<file path="config.mk">
export PLATFORM = sky130hd
export DESIGN_NAME = imem_loader
export DESIGN_NICKNAME = d
export VERILOG_FILES = /design/src/rtl/imem_loader.sv
export SDC_FILE = /design/constraint.sdc
export NUM_CORES = 1
export LEC_CHECK = 0
export BUFFER_PORTS_ARGS = -buffer_cell sky130_fd_sc_hd__buf_4
export CAP_MARGIN = 20
export CORE_MARGIN = 4
export CORE_UTILIZATION = 30
export CTS_BUF_LIST = sky130_fd_sc_hd__clkbuf_4
export DETAILED_ROUTE_END_ITERATION = 10
export SKIP_CTS_REPAIR_TIMING = 1
export SLEW_MARGIN = 20
export SYNTH_ARGS = -nofsm -noshare
export SYNTH_HDL_FRONTEND = slang
export SYNTH_SLANG_ARGS = --single-unit
</file>
<file path="constraint.sdc">
create_clock -name clk_in -period 3.7 [get_ports clk_in]
set_clock_uncertainty 0.1 [all_clocks]
set_input_delay 0.185 -clock clk_in [delete_from_list [all_inputs] [get_ports clk_in]]
set_output_delay 0.185 -clock clk_in [all_outputs]
set_load 0.03 [all_outputs]
</file>
<file path="src/rtl/imem_loader.sv">
// Boot-time IMEM loader.
// Accepts a framed byte stream: sync byte 0xA5, 16-bit little-endian word count,
// the payload, then an XOR checksum of the payload. Payload bytes are packed
// little-endian into 32-bit words, which are written to IMEM addresses 0..N-1.
// The CPU is held in reset until a load ends with a matching checksum.
module imem_loader #(
  parameter int ADDR_W      = 11,
  parameter int MAX_WORDS   = 2048,
  parameter int TIMEOUT_CYC = 65535
) (
  input  logic              clk_in,
  input  logic              reset,
  input  logic              rx_valid,
  input  logic [7:0]        rx_data,
  output logic              rx_ready,
  output logic              im_we,
  output logic [ADDR_W-1:0] im_waddr,
  output logic [31:0]       im_wdata,
  output logic              cpu_rst,
  output logic              load_done,
  output logic              load_err,
  output logic [ADDR_W:0]   words_loaded
);

  localparam int TO_W = $clog2(TIMEOUT_CYC + 1);
  localparam logic [TO_W-1:0] TO_LAST = TO_W'(TIMEOUT_CYC - 1);
  localparam logic [15:0]     LEN_MAX = 16'(MAX_WORDS);

  typedef enum logic [2:0] {
    S_SYNC   = 3'd0,
    S_LEN_LO = 3'd1,
    S_LEN_HI = 3'd2,
    S_DATA   = 3'd3,
    S_CSUM   = 3'd4,
    S_DONE   = 3'd5,
    S_ERR    = 3'd6
  } state_t;

  state_t            state_r;
  state_t            state_s;
  logic              accept_s;
  logic              counting_s;
  logic              timeout_hit_s;
  logic              last_word_s;
  logic [15:0]       len_full_s;
  logic [7:0]        len_lo_r;
  logic [15:0]       len_r;
  logic [1:0]        bidx_r;
  logic [23:0]       word_r;
  logic [7:0]        csum_r;
  logic [TO_W-1:0]   tcnt_r;
  logic              rx_ready_r;
  logic              im_we_r;
  logic [ADDR_W-1:0] im_waddr_r;
  logic [31:0]       im_wdata_r;
  logic              cpu_rst_r;
  logic              load_done_r;
  logic              load_err_r;
  logic [ADDR_W:0]   words_loaded_r;

  // Running checksum update: one payload byte folded into the XOR sum.
  function automatic logic [7:0] csum_next(input logic [7:0] sum, input logic [7:0] b);
    return sum ^ b;
  endfunction

  assign rx_ready     = rx_ready_r;
  assign im_we        = im_we_r;
  assign im_waddr     = im_waddr_r;
  assign im_wdata     = im_wdata_r;
  assign cpu_rst      = cpu_rst_r;
  assign load_done    = load_done_r;
  assign load_err     = load_err_r;
  assign words_loaded = words_loaded_r;

  assign accept_s      = rx_valid & rx_ready_r;
  assign counting_s    = (state_r == S_LEN_LO) || (state_r == S_LEN_HI) ||
                         (state_r == S_DATA)   || (state_r == S_CSUM);
  assign timeout_hit_s = counting_s && !accept_s && (tcnt_r == TO_LAST);
  assign len_full_s    = {rx_data, len_lo_r};
  assign last_word_s   = ((words_loaded_r + {{ADDR_W{1'b0}}, 1'b1}) == len_r[ADDR_W:0]);

  // Next-state decode for the frame parser.
  always_comb begin
    state_s = state_r;
    case (state_r)
      S_SYNC: begin
        if (accept_s && (rx_data == 8'hA5)) state_s = S_LEN_LO;
        else                                state_s = state_r;
      end
      S_LEN_LO: begin
        if (accept_s)           state_s = S_LEN_HI;
        else if (timeout_hit_s) state_s = S_ERR;
        else                    state_s = state_r;
      end
      S_LEN_HI: begin
        if (accept_s) begin
          if ((len_full_s == 16'd0) || (len_full_s > LEN_MAX)) state_s = S_ERR;
          else                                                 state_s = S_DATA;
        end else if (timeout_hit_s) begin
          state_s = S_ERR;
        end else begin
          state_s = state_r;
        end
      end
      S_DATA: begin
        if (accept_s) begin
          if ((bidx_r == 2'd3) && last_word_s) state_s = S_CSUM;
          else                                 state_s = state_r;
        end else if (timeout_hit_s) begin
          state_s = S_ERR;
        end else begin
          state_s = state_r;
        end
      end
      S_CSUM: begin
        if (accept_s) begin
          if (rx_data == csum_r) state_s = S_DONE;
          else                   state_s = S_ERR;
        end else if (timeout_hit_s) begin
          state_s = S_ERR;
        end else begin
          state_s = state_r;
        end
      end
      S_DONE:  state_s = S_DONE;
      S_ERR:   state_s = S_ERR;
      default: state_s = S_ERR;
    endcase
  end

  // State register.
  always_ff @(posedge clk_in) begin
    if (reset) state_r <= S_SYNC;
    else       state_r <= state_s;
  end

  // Status outputs, registered from the next state so they track it exactly.
  always_ff @(posedge clk_in) begin
    if (reset) begin
      rx_ready_r  <= 1'b1;
      cpu_rst_r   <= 1'b1;
      load_done_r <= 1'b0;
      load_err_r  <= 1'b0;
    end else begin
      rx_ready_r  <= (state_s != S_DONE) && (state_s != S_ERR);
      cpu_rst_r   <= (state_s != S_DONE);
      load_done_r <= (state_s == S_DONE);
      load_err_r  <= (state_s == S_ERR);
    end
  end

  // Inter-byte watchdog: cleared by every accepted byte, only runs mid-frame.
  always_ff @(posedge clk_in) begin
    if (reset) begin
      tcnt_r <= {TO_W{1'b0}};
    end else if (accept_s || !counting_s) begin
      tcnt_r <= {TO_W{1'b0}};
    end else begin
      tcnt_r <= tcnt_r + {{(TO_W-1){1'b0}}, 1'b1};
    end
  end

  // Header capture, payload packing, checksum and IMEM write generation.
  always_ff @(posedge clk_in) begin
    if (reset) begin
      len_lo_r       <= 8'h00;
      len_r          <= 16'h0000;
      bidx_r         <= 2'd0;
      word_r         <= 24'h000000;
      csum_r         <= 8'h00;
      im_we_r        <= 1'b0;
      im_waddr_r     <= {ADDR_W{1'b0}};
      im_wdata_r     <= 32'h00000000;
      words_loaded_r <= {(ADDR_W+1){1'b0}};
    end else begin
      im_we_r <= 1'b0;
      if (accept_s && (state_r == S_LEN_LO)) begin
        len_lo_r <= rx_data;
      end
      if (accept_s && (state_r == S_LEN_HI)) begin
        len_r <= len_full_s;
      end
      if (accept_s && (state_r == S_DATA)) begin
        csum_r <= csum_next(csum_r, rx_data);
        bidx_r <= bidx_r + 2'd1;
        case (bidx_r)
          2'd0:    word_r[7:0]   <= rx_data;
          2'd1:    word_r[15:8]  <= rx_data;
          2'd2:    word_r[23:16] <= rx_data;
          default: begin
            im_we_r        <= 1'b1;
            im_waddr_r     <= words_loaded_r[ADDR_W-1:0];
            im_wdata_r     <= {rx_data, word_r};
            words_loaded_r <= words_loaded_r + {{ADDR_W{1'b0}}, 1'b1};
          end
        endcase
      end
    end
  end

endmodule

</file>
==> summary.md, run 1 <==
| Metric | Value |
|---|---|
| Status | completed |
| Logic pwr share | 0.071 |
| Cell Int Power | 1.87 mW |
| Synth Area in XOR/XNOR | 0.0819 |
| Vias | 4708 |
| R2r endpoint | load_err |
| Worst VDD drop | 0.000250 V |
| Core ar. | 18800 um^2 |
| # IOs | 71 |
| Via-per-instance ratio | 4.65 |
| Mapped Cells | 686 |
| P&R area growth vs syn | 17.3% |
| Port Buf Inserts | 70 |
| Clock Power Share | 0.361 |
| Peak Freq | 0.374 GHz |
| Endpoints failing hold | 0 |
| Crit Path Class | reg -> reg |
| Final wirelength | 14.0 mm |
| Ant diodes | 0 |
| Simple-Gate Fraction of Synth Area | 0.256 |
| Post-Layout Cell Count | 1013 |
| Yosys cell types | 60 |
| Sw Ratio | 0.274 |
| Total track usage | 0.130 |
| Async S/R FF share, synth | 0 |
| Initial DRC count | 281 |
| Portion of netlist area occupied by mux cells | 0.0364 |
| Critical-path cell list | ha_1 -> or3b_1 -> a211o_1 -> nand3_1 -> nand4_2 -> o41a_1 -> o211a_1 -> and2_1 |
| Largest family of logic cells by synthesized area | simple AND/OR/NAND/NOR gates |
| Final setup TNS | 0 ns |
| Vias in the first global route | 4384 |
| Die width | 147 um |
| GRT overflow | 0 |
| Area share of fa/ha/maj cells after synthesis | 0.0152 |
| Fin crit period | 2.67 ns |
| Die ar. | 21500 um^2 |
| CP max-delay cell | dfxtp_1 |
| DR pass1 iterations | 5 |
| Number of enable flip-flop cells after synthesis | 0 |
| DRC viols | 0 |
| Pwr Density | 381 nW/um^2 |
| Fraction of layout cells with a size suffix above 1 | 0.174 |
| Final Setup Violations | 0 |
| Net load switching power | 0.708 mW |
| CP max stage delay | 0.54 ns |
| Overall Power | 2.58 mW |
| Hold Path End | csum_r[6] |
| Seq/Total Area, Yosys | 0.461 |
| Global-route wire length before repair | 22.9 mm |
| Worst-case clock buffer depth | 2 |
| Routability cong. | 0.765 |
| Largest net degree at the start of global routing | 63 |
| Crit share post-route | 0.722 |
| Hold_sp | reset |
| Cells on worst reg2reg path | 8 |
| Leak | 2.38 nW |
| Die Y | 147 um |
| Initial core utilization | 0.307 |
| Antenna violations before repair | 0 |
| Least-Margin Pin Slew | 0.840 ns |
| Root buffer cell | clkbuf_4 |
| H-tree depth | 4 |
| CP startpoint kind | flip-flop |
| Worst reg2reg startpoint | words_loaded[0] |
| ANT nets after route | 0 |
| Total of max-cap violations | 0 |
| Synth Cell Area | 5780 um^2 |
| Routed WL per cell | 13.9 um |
| Synthesized flop and latch total | 133 |
| Clock transition at the registers of the reported paths | 0.13 ns |
| Worst hold path class | in -> reg |
| Dpl cells | 973 |
| Critical path launch point | words_loaded[0] |
| Data arrival time of the worst path | 3.02 ns |
| Hpwl dp | 9.29 mm |
| TritonCTS clock tree | yes |
| Top_reg_cell synth | dfxtp_1 |
| Peak fanout along the critical path | 7 |
| Syn_nets | 704 |
| CTS buffer count | 17 |
| Later-pin clock latency in the skew report | 0.54 ns |
| Seq pwr share | 0.569 |
| Hold path depth | 2 |
| FF-to-FF setup slack | 1.03 ns |
| Clock sink total | 133 |
| Row cnt | 50 |
| Post-synthesis compound-gate area fraction | 0.103 |
| Max_slew headroom | 0.437 |
| Fin. max-slew vios | 0 |
| Syn_area_per_cell | 8.42 um^2 |
| RSZ-0062 raised after global routing | no |
| Number of warnings issued by yosys | 0 |
| Worst EP required | 4.05 ns |
| Crit path capture type | flip-flop |
| Layout Nets | 758 |
placed cells by master, fill, tap and decap left out, drive strengths merged, types with 2 or more instances in the layout:
cell type,n
nand2,140
dfxtp,133
buf,76
nor2,72
a21oi,72
nand3,41
xor2,31
xnor2,23
mux2i,21
clkbuf,19
nand4,10
dlygate4sd3,8
ha,7
o21ai,7
inv,7
and2,7
and3,7
clkinv,6
or4,6
nor3,6
nand2b,5
and4,4
or3,4
nor2b,4
o31ai,4
clkinvlp,4
nor4,2
a31oi,2
o21a,2
nor3b,2
o211ai,2
a211o,2
power by group through the flow:
stage,clock network (mW),logic [mW],registers (mW)
CTS,0.961,0.175,1.47
detailed placement,0,0.175,1.50
global placement,0,0.173,1.50
finish,0.932,0.182,1.47
floorplan,0,0.139,1.49
global route,1.03,0.199,1.47
layout make-up:
| type | count | area, um^2 |
|---|---|---|
| Fill cell | 1987 | 12100 |
| Sequential cell | 133 | 2660 |
| Timing Repair Buffer | 84 | 651 |
| Clock inverter | 13 | 126 |
| Clock buffer | 19 | 143 |
| Inverter | 5 | 18.8 |
| Tap cell | 260 | 325 |
| Multi-Input combinational cell | 499 | 2850 |
Yosys cell counts (7+ instances only):
| library cell | n | share of area |
|---|---|---|
| nor2_1 | 72 | 0.047 |
| clkbuf_1 | 34 | 0.022 |
| nand2_1 | 140 | 0.091 |
| xnor2_1 | 23 | 0.035 |
| nand4_1 | 9 | 0.0097 |
| nand3_1 | 40 | 0.035 |
| xor2_1 | 31 | 0.047 |
| dfxtp_1 | 133 | 0.46 |
| mux2i_1 | 21 | 0.036 |
| a21oi_1 | 72 | 0.062 |
| ha_1 | 7 | 0.015 |
registers in the layout, indices dropped and copies added (netlist names), 2 cells and up:
register / flops
words_loaded: 12
len_lo_r: 8
word_r: 24
csum_r: 8
bidx_r: 2
im_waddr: 11
len_r: 12
im_wdata: 32
tcnt_r: 16
state_r: 3
routing by layer:
| metal | track usage | vias to the layer above | share of wire |
|---|---|---|---|
| met2 | 0.200 | 94 | 0.46 |
| met5 | 0 | - | 0 |
| met1 | 0.181 | 2202 | 0.49 |
| met3 | 0.0429 | 6 | 0.051 |
| met4 | 0.0268 | 0 | 0.0063 |
| li1 | - | 2406 | - |
worst max-delay path by stage:
stage / end / slack, ns / cells past startpoint
5_1_grt: load_err / 0.84 / 8
3_3_place_gp: load_err / 1.09 / 8
6_report: load_err / 1.03 / 8
4_1_cts: load_err / 1.05 / 8
2_1_floorplan: load_err / 1.0 / 8
3_5_place_dp: load_err / 1.05 / 8
kinds of logic (layout without fill, tap and decap cells):
kind of cell	after synthesis	after routing
adder cells (fa/ha/maj)	7	7
flip-flops	133	133
AO/OA/AOI/OAI	101	101
AND/OR/NAND/NOR	316	316
buffers and inverters	54	121
multiplexers	21	21
XOR/XNOR	54	54
critical path: cells and delay by family (launching register included):
family                     cells  cell delay [ns]
and+or+nand+nor                4             0.76
DFF                            1             0.54
adders and majority gates      1             0.28
AOI/OAI and AO/OA              3             0.91
through the flow:
step | cell area (um^2) | utilization | setup slack (ns) | hold WS, ns
after floorplan | 5780 | - | 0.999 | 0.332
after global placement | 6420 | 0.341 | 1.09 | 0.340
after detailed placement | 6420 | 0.341 | 1.05 | 0.345
after CTS | 6690 | 0.355 | 1.05 | -0.174
after global routing | 6770 | 0.360 | 0.836 | 0.0206
final | 6770 | 0.360 | 1.03 | 0.0347
(Power assumes the default switching activity.)
==> run 2, diff against run 1 <==
Settings changed: ABC_AREA from default to 1.
Clock period 3.7 ns to 2.1 ns, I/O delays scaled along.
==> run 2 against run 1 <==
The flow now finishes with violations (setup timing). Clock power increased by 120%. First-iteration DRC count increased by 6.4%. Area after synthesis shrank 3.1%. Synthesized cell count rose by 12%. Largest power group unchanged. Sequential share of layout area decreased by 1.3 points. Highest routed layer unchanged. Non-clock buffer count is 27 higher.
==> summary.md, run 2 <==
| Metric | Value |
|---|---|
| Peak fanout along the critical path | 4 (-3) |
| Yosys top cell by area | dfxtp_1 |
| # IOs | 71 (unchanged) |
| R2r endpoint | rx_ready |
| Layout Nets | 877 (+16%) |
| Fin crit period | 2.10 ns (-0.569 ns) |
| Mapped Cells | 771 (+12%) |
| Die width | 145 um (-1.5%) |
| Worst reg2reg startpoint | words_loaded[1] |
| Pwr Density | 664 nW/um^2 (+74%) |
| RSZ-0062 raised after global routing | yes |
| Fraction of layout cells with a size suffix above 1 | 0.203 (+0.0290) |
| Final Cell Area | 7040 um^2 (+4.0%) |
| H-tree depth | 4 (unchanged) |
| Syn_nets | 789 (+12%) |
| ANT nets after route | 0 (unchanged) |
| Number of enable flip-flop cells after synthesis | 0 (unchanged) |
| Status | complete, but fails checks |
| Port Buf Inserts | 70 (unchanged) |
| Later-pin clock latency in the skew report | 0.55 ns (about the same) |
| Routed WL per cell | 12.9 um (-6.9%) |
| Vias | 5147 (+9.3%) |
| Final Setup Violations | 1 (+1) |
| Sw Ratio | 0.224 (-0.0501) |
| Finished Core Util | 0.388 (+0.0284) |
| Fillers | 1897 (-4.5%) |
| Max reg flops | 32 (unchanged) |
| Via-per-instance ratio | 4.67 (+0.50%) |
| Post-Layout Cell Count | 1102 (+8.8%) |
| Synth top area cells | dfxtp_1, nand2_1, a21oi_1 |
| Antenna violations before repair | 1 (+1) |
| Total track usage | 0.139 (+0.00875) |
| Total of max-cap violations | 0 (unchanged) |
| CP max-delay cell | dfxtp_4 |
| Worst path most repeated cell | nand2_1 |
| Critical-path cell list | buf_6 -> nand2_2 -> nor2_4 -> buf_4 -> nand3_1 -> nand2_1 -> nand2_1 -> nand2_1 -> nand2_1 -> nor2_2 -> nand3_2 -> nand3_2 -> nand2_2 -> a21oi_2 -> nand2_2 -> nor2_4 -> nor2_2 |
| Initial DRC count | 299 (+6.4%) |
| Hpwl dp | 9.62 mm (+3.6%) |
| Peak Freq | 0.475 GHz (+27%) |
| Synthesized flop and latch total | 133 (unchanged) |
| Endpoints failing hold | 0 (unchanged) |
| Crit share post-route | 1.00 (+0.279) |
| Worst EP required | 2.47 ns (-1.58 ns) |
| Cells on worst reg2reg path | 17 (+9) |
| Most frequent cell after synthesis | nand2_1 |
| Yosys cell types | 31 (-48%) |
| Initial core utilization | 0.308 (+0.00155) |
| CTS buffer count | 17 (unchanged) |
| Synth Cell Area | 5590 um^2 (-3.1%) |
| Largest net degree at the start of global routing | 71 (+13%) |
| Syn_area_per_cell | 7.26 um^2 (-14%) |
| Crit path capture type | flip-flop |
| GRT overflow | 0 (unchanged) |
| Clock transition at the registers of the reported paths | 0.13 ns (about the same) |
| DR pass1 iterations | 5 (unchanged) |
| Worst path bufs/invs | 2 (+2) |
| Fin. max-slew vios | 0 (unchanged) |
| CP max stage delay | 0.39 ns (-0.15 ns) |
| Post-synth top cells | nand2_1, dfxtp_1, a21oi_1 |
| Global-route wire length before repair | 23.1 mm (+0.96%) |
| Least-Margin Pin Slew | 0.756 ns (-0.0841 ns) |
| Worst hold path class | in -> reg |
| Seq pwr share | 0.539 (-0.030) |
| Clock sink total | 133 (unchanged) |
| CP startpoint kind | flip-flop |
| Logic pwr share | 0.028 (-0.043) |
| Failing checks | setup timing |
| DRC viols | 0 (unchanged) |
| Net load switching power | 1.05 mW (+48%) |
| Root buffer cell | clkbuf_4 |
| Routability cong. | 0.806 (+5.4%) |
| Worst-case clock buffer depth | 2 (unchanged) |
| Hold Path End | tcnt_r[7] |
| Crit Path Class | reg -> reg |
| Die ar. | 20900 um^2 (-3.0%) |
| Final worst slack | -0.00316 ns (-1.03 ns) |
| CP top delay family | simple AND/OR/NAND/NOR gates |
| Max_slew headroom | 0.496 (+0.0591) |
| Clock Power Share | 0.434 (+0.073) |
| Leak | 2.76 nW (+16%) |
| Core ar. | 18100 um^2 (-3.6%) |
| Worst VDD drop | 0.000353 V (+41%) |
| Data arrival time of the worst path | 2.47 ns (-0.55 ns) |
| TritonCTS clock tree | yes |
| Vias in the first global route | 4657 (+6.2%) |
| Final setup TNS | -0.00316 ns (-0.00316 ns) |
| Synth top area share | 0.476 (+0.0150) |
| Hold path depth | 6 (+4) |
| Top_reg_cell synth | dfxtp_1 |
| Hold_sp | rx_valid |
| Dpl cells | 1056 (+8.5%) |
| Cell Int Power | 3.63 mW (+94%) |
| Most frequent cells in the layout | nand2_1, dfxtp_1, a21oi_1 |
| Die Y | 145 um (-1.5%) |
| Commonest non-fill, non-tap cell in the layout | nand2_1 |
| Number of warnings issued by yosys | 0 (unchanged) |
| Row cnt | 49 (-2.0%) |
| P&R area growth vs syn | 25.9% |
| Final wirelength | 14.2 mm (+1.3%) |
| Seq/Total Area, Yosys | 0.476 (+0.0150) |
| Async S/R FF share, synth | 0 (unchanged) |
| FF-to-FF setup slack | -0.003 ns (-1.03 ns) |
| Placement Cell Area | 6480 um^2 (+0.90%) |
## run 2: logic make-up (layout without fill, tap and decap cells)
| logic type | Yosys count | count (layout) | share of synthesized area |
|---|---|---|---|
| DFF | 133 | 133 | 0.476 |
| AOI/OAI and AO/OA | 164 | 164 | 0.148 |
| adders and majority gates | 7 | 7 | 0.0157 |
| other | 0 | 1 | 0 |
| and+or+nand+nor | 356 | 356 | 0.273 |
| xor gates and xnor gates | 12 | 12 | 0.0188 |
| buffers and inverters | 99 | 200 | 0.0689 |
## run 2: per-layer routing
metal | wire, um | GRT usage
met4 | 151 | 0.0422
met3 | 651 | 0.0433
met1 | 6480 | 0.180
met2 | 6940 | 0.223
met5 | 0 | 0
## run 2: layout make-up
type	instances	area [um^2]	share of cell area
antenna	1	2.50	0.000355
clock buffer	18	135	0.0192
clock inverter	14	209	0.0297
inverter	57	214	0.0304
multi-input combinational	539	2630	0.374
sequential	133	2680	0.380
tap	229	287	0.0407
timing repair buffer	111	888	0.126
## run 2: stage by stage
| stage | total power, mW | hold WS, ns | worst slack [ns] |
|---|---|---|---|
| after CTS | 4.71 | -0.263 | -0.0891 |
| final | 4.68 | 0.124 | -0.00316 |
| after global routing | 4.87 | 0.133 | -0.198 |
| after global placement | 2.69 | 0.341 | -0.0395 |
| after floorplan | 2.64 | 0.173 | 0.0420 |
| after detailed placement | 2.69 | 0.349 | -0.0962 |
## run 2: tightest hold or removal path, stage by stage
cell and delay, ns:
buf_4 0.08, nand2_2 0.07, inv_1 0.21, nor3b_1 0.10, nand2_1 0.12, nor2_1 0.06
## run 2: worst max-delay path by stage
stage	startpoint	end	slack, ns	cells past startpoint
2_1_floorplan	words_loaded[0]	rx_ready	0.04	18
3_3_place_gp	words_loaded[1]	rx_ready	-0.04	18
3_5_place_dp	words_loaded[1]	rx_ready	-0.1	18
4_1_cts	words_loaded[1]	rx_ready	-0.09	18
5_1_grt	words_loaded[1]	rx_ready	-0.20	20
6_report	words_loaded[1]	rx_ready	-0.003	17
## run 2: power groups by stage
stage          logic, mW  clock network, mW  registers, mW
3_5_place_dp       0.115                  0           2.58
2_1_floorplan     0.0653                  0           2.58
3_3_place_gp       0.115                  0           2.58
4_1_cts            0.115               2.08           2.52
6_report           0.130               2.03           2.52
5_1_grt            0.140               2.21           2.52
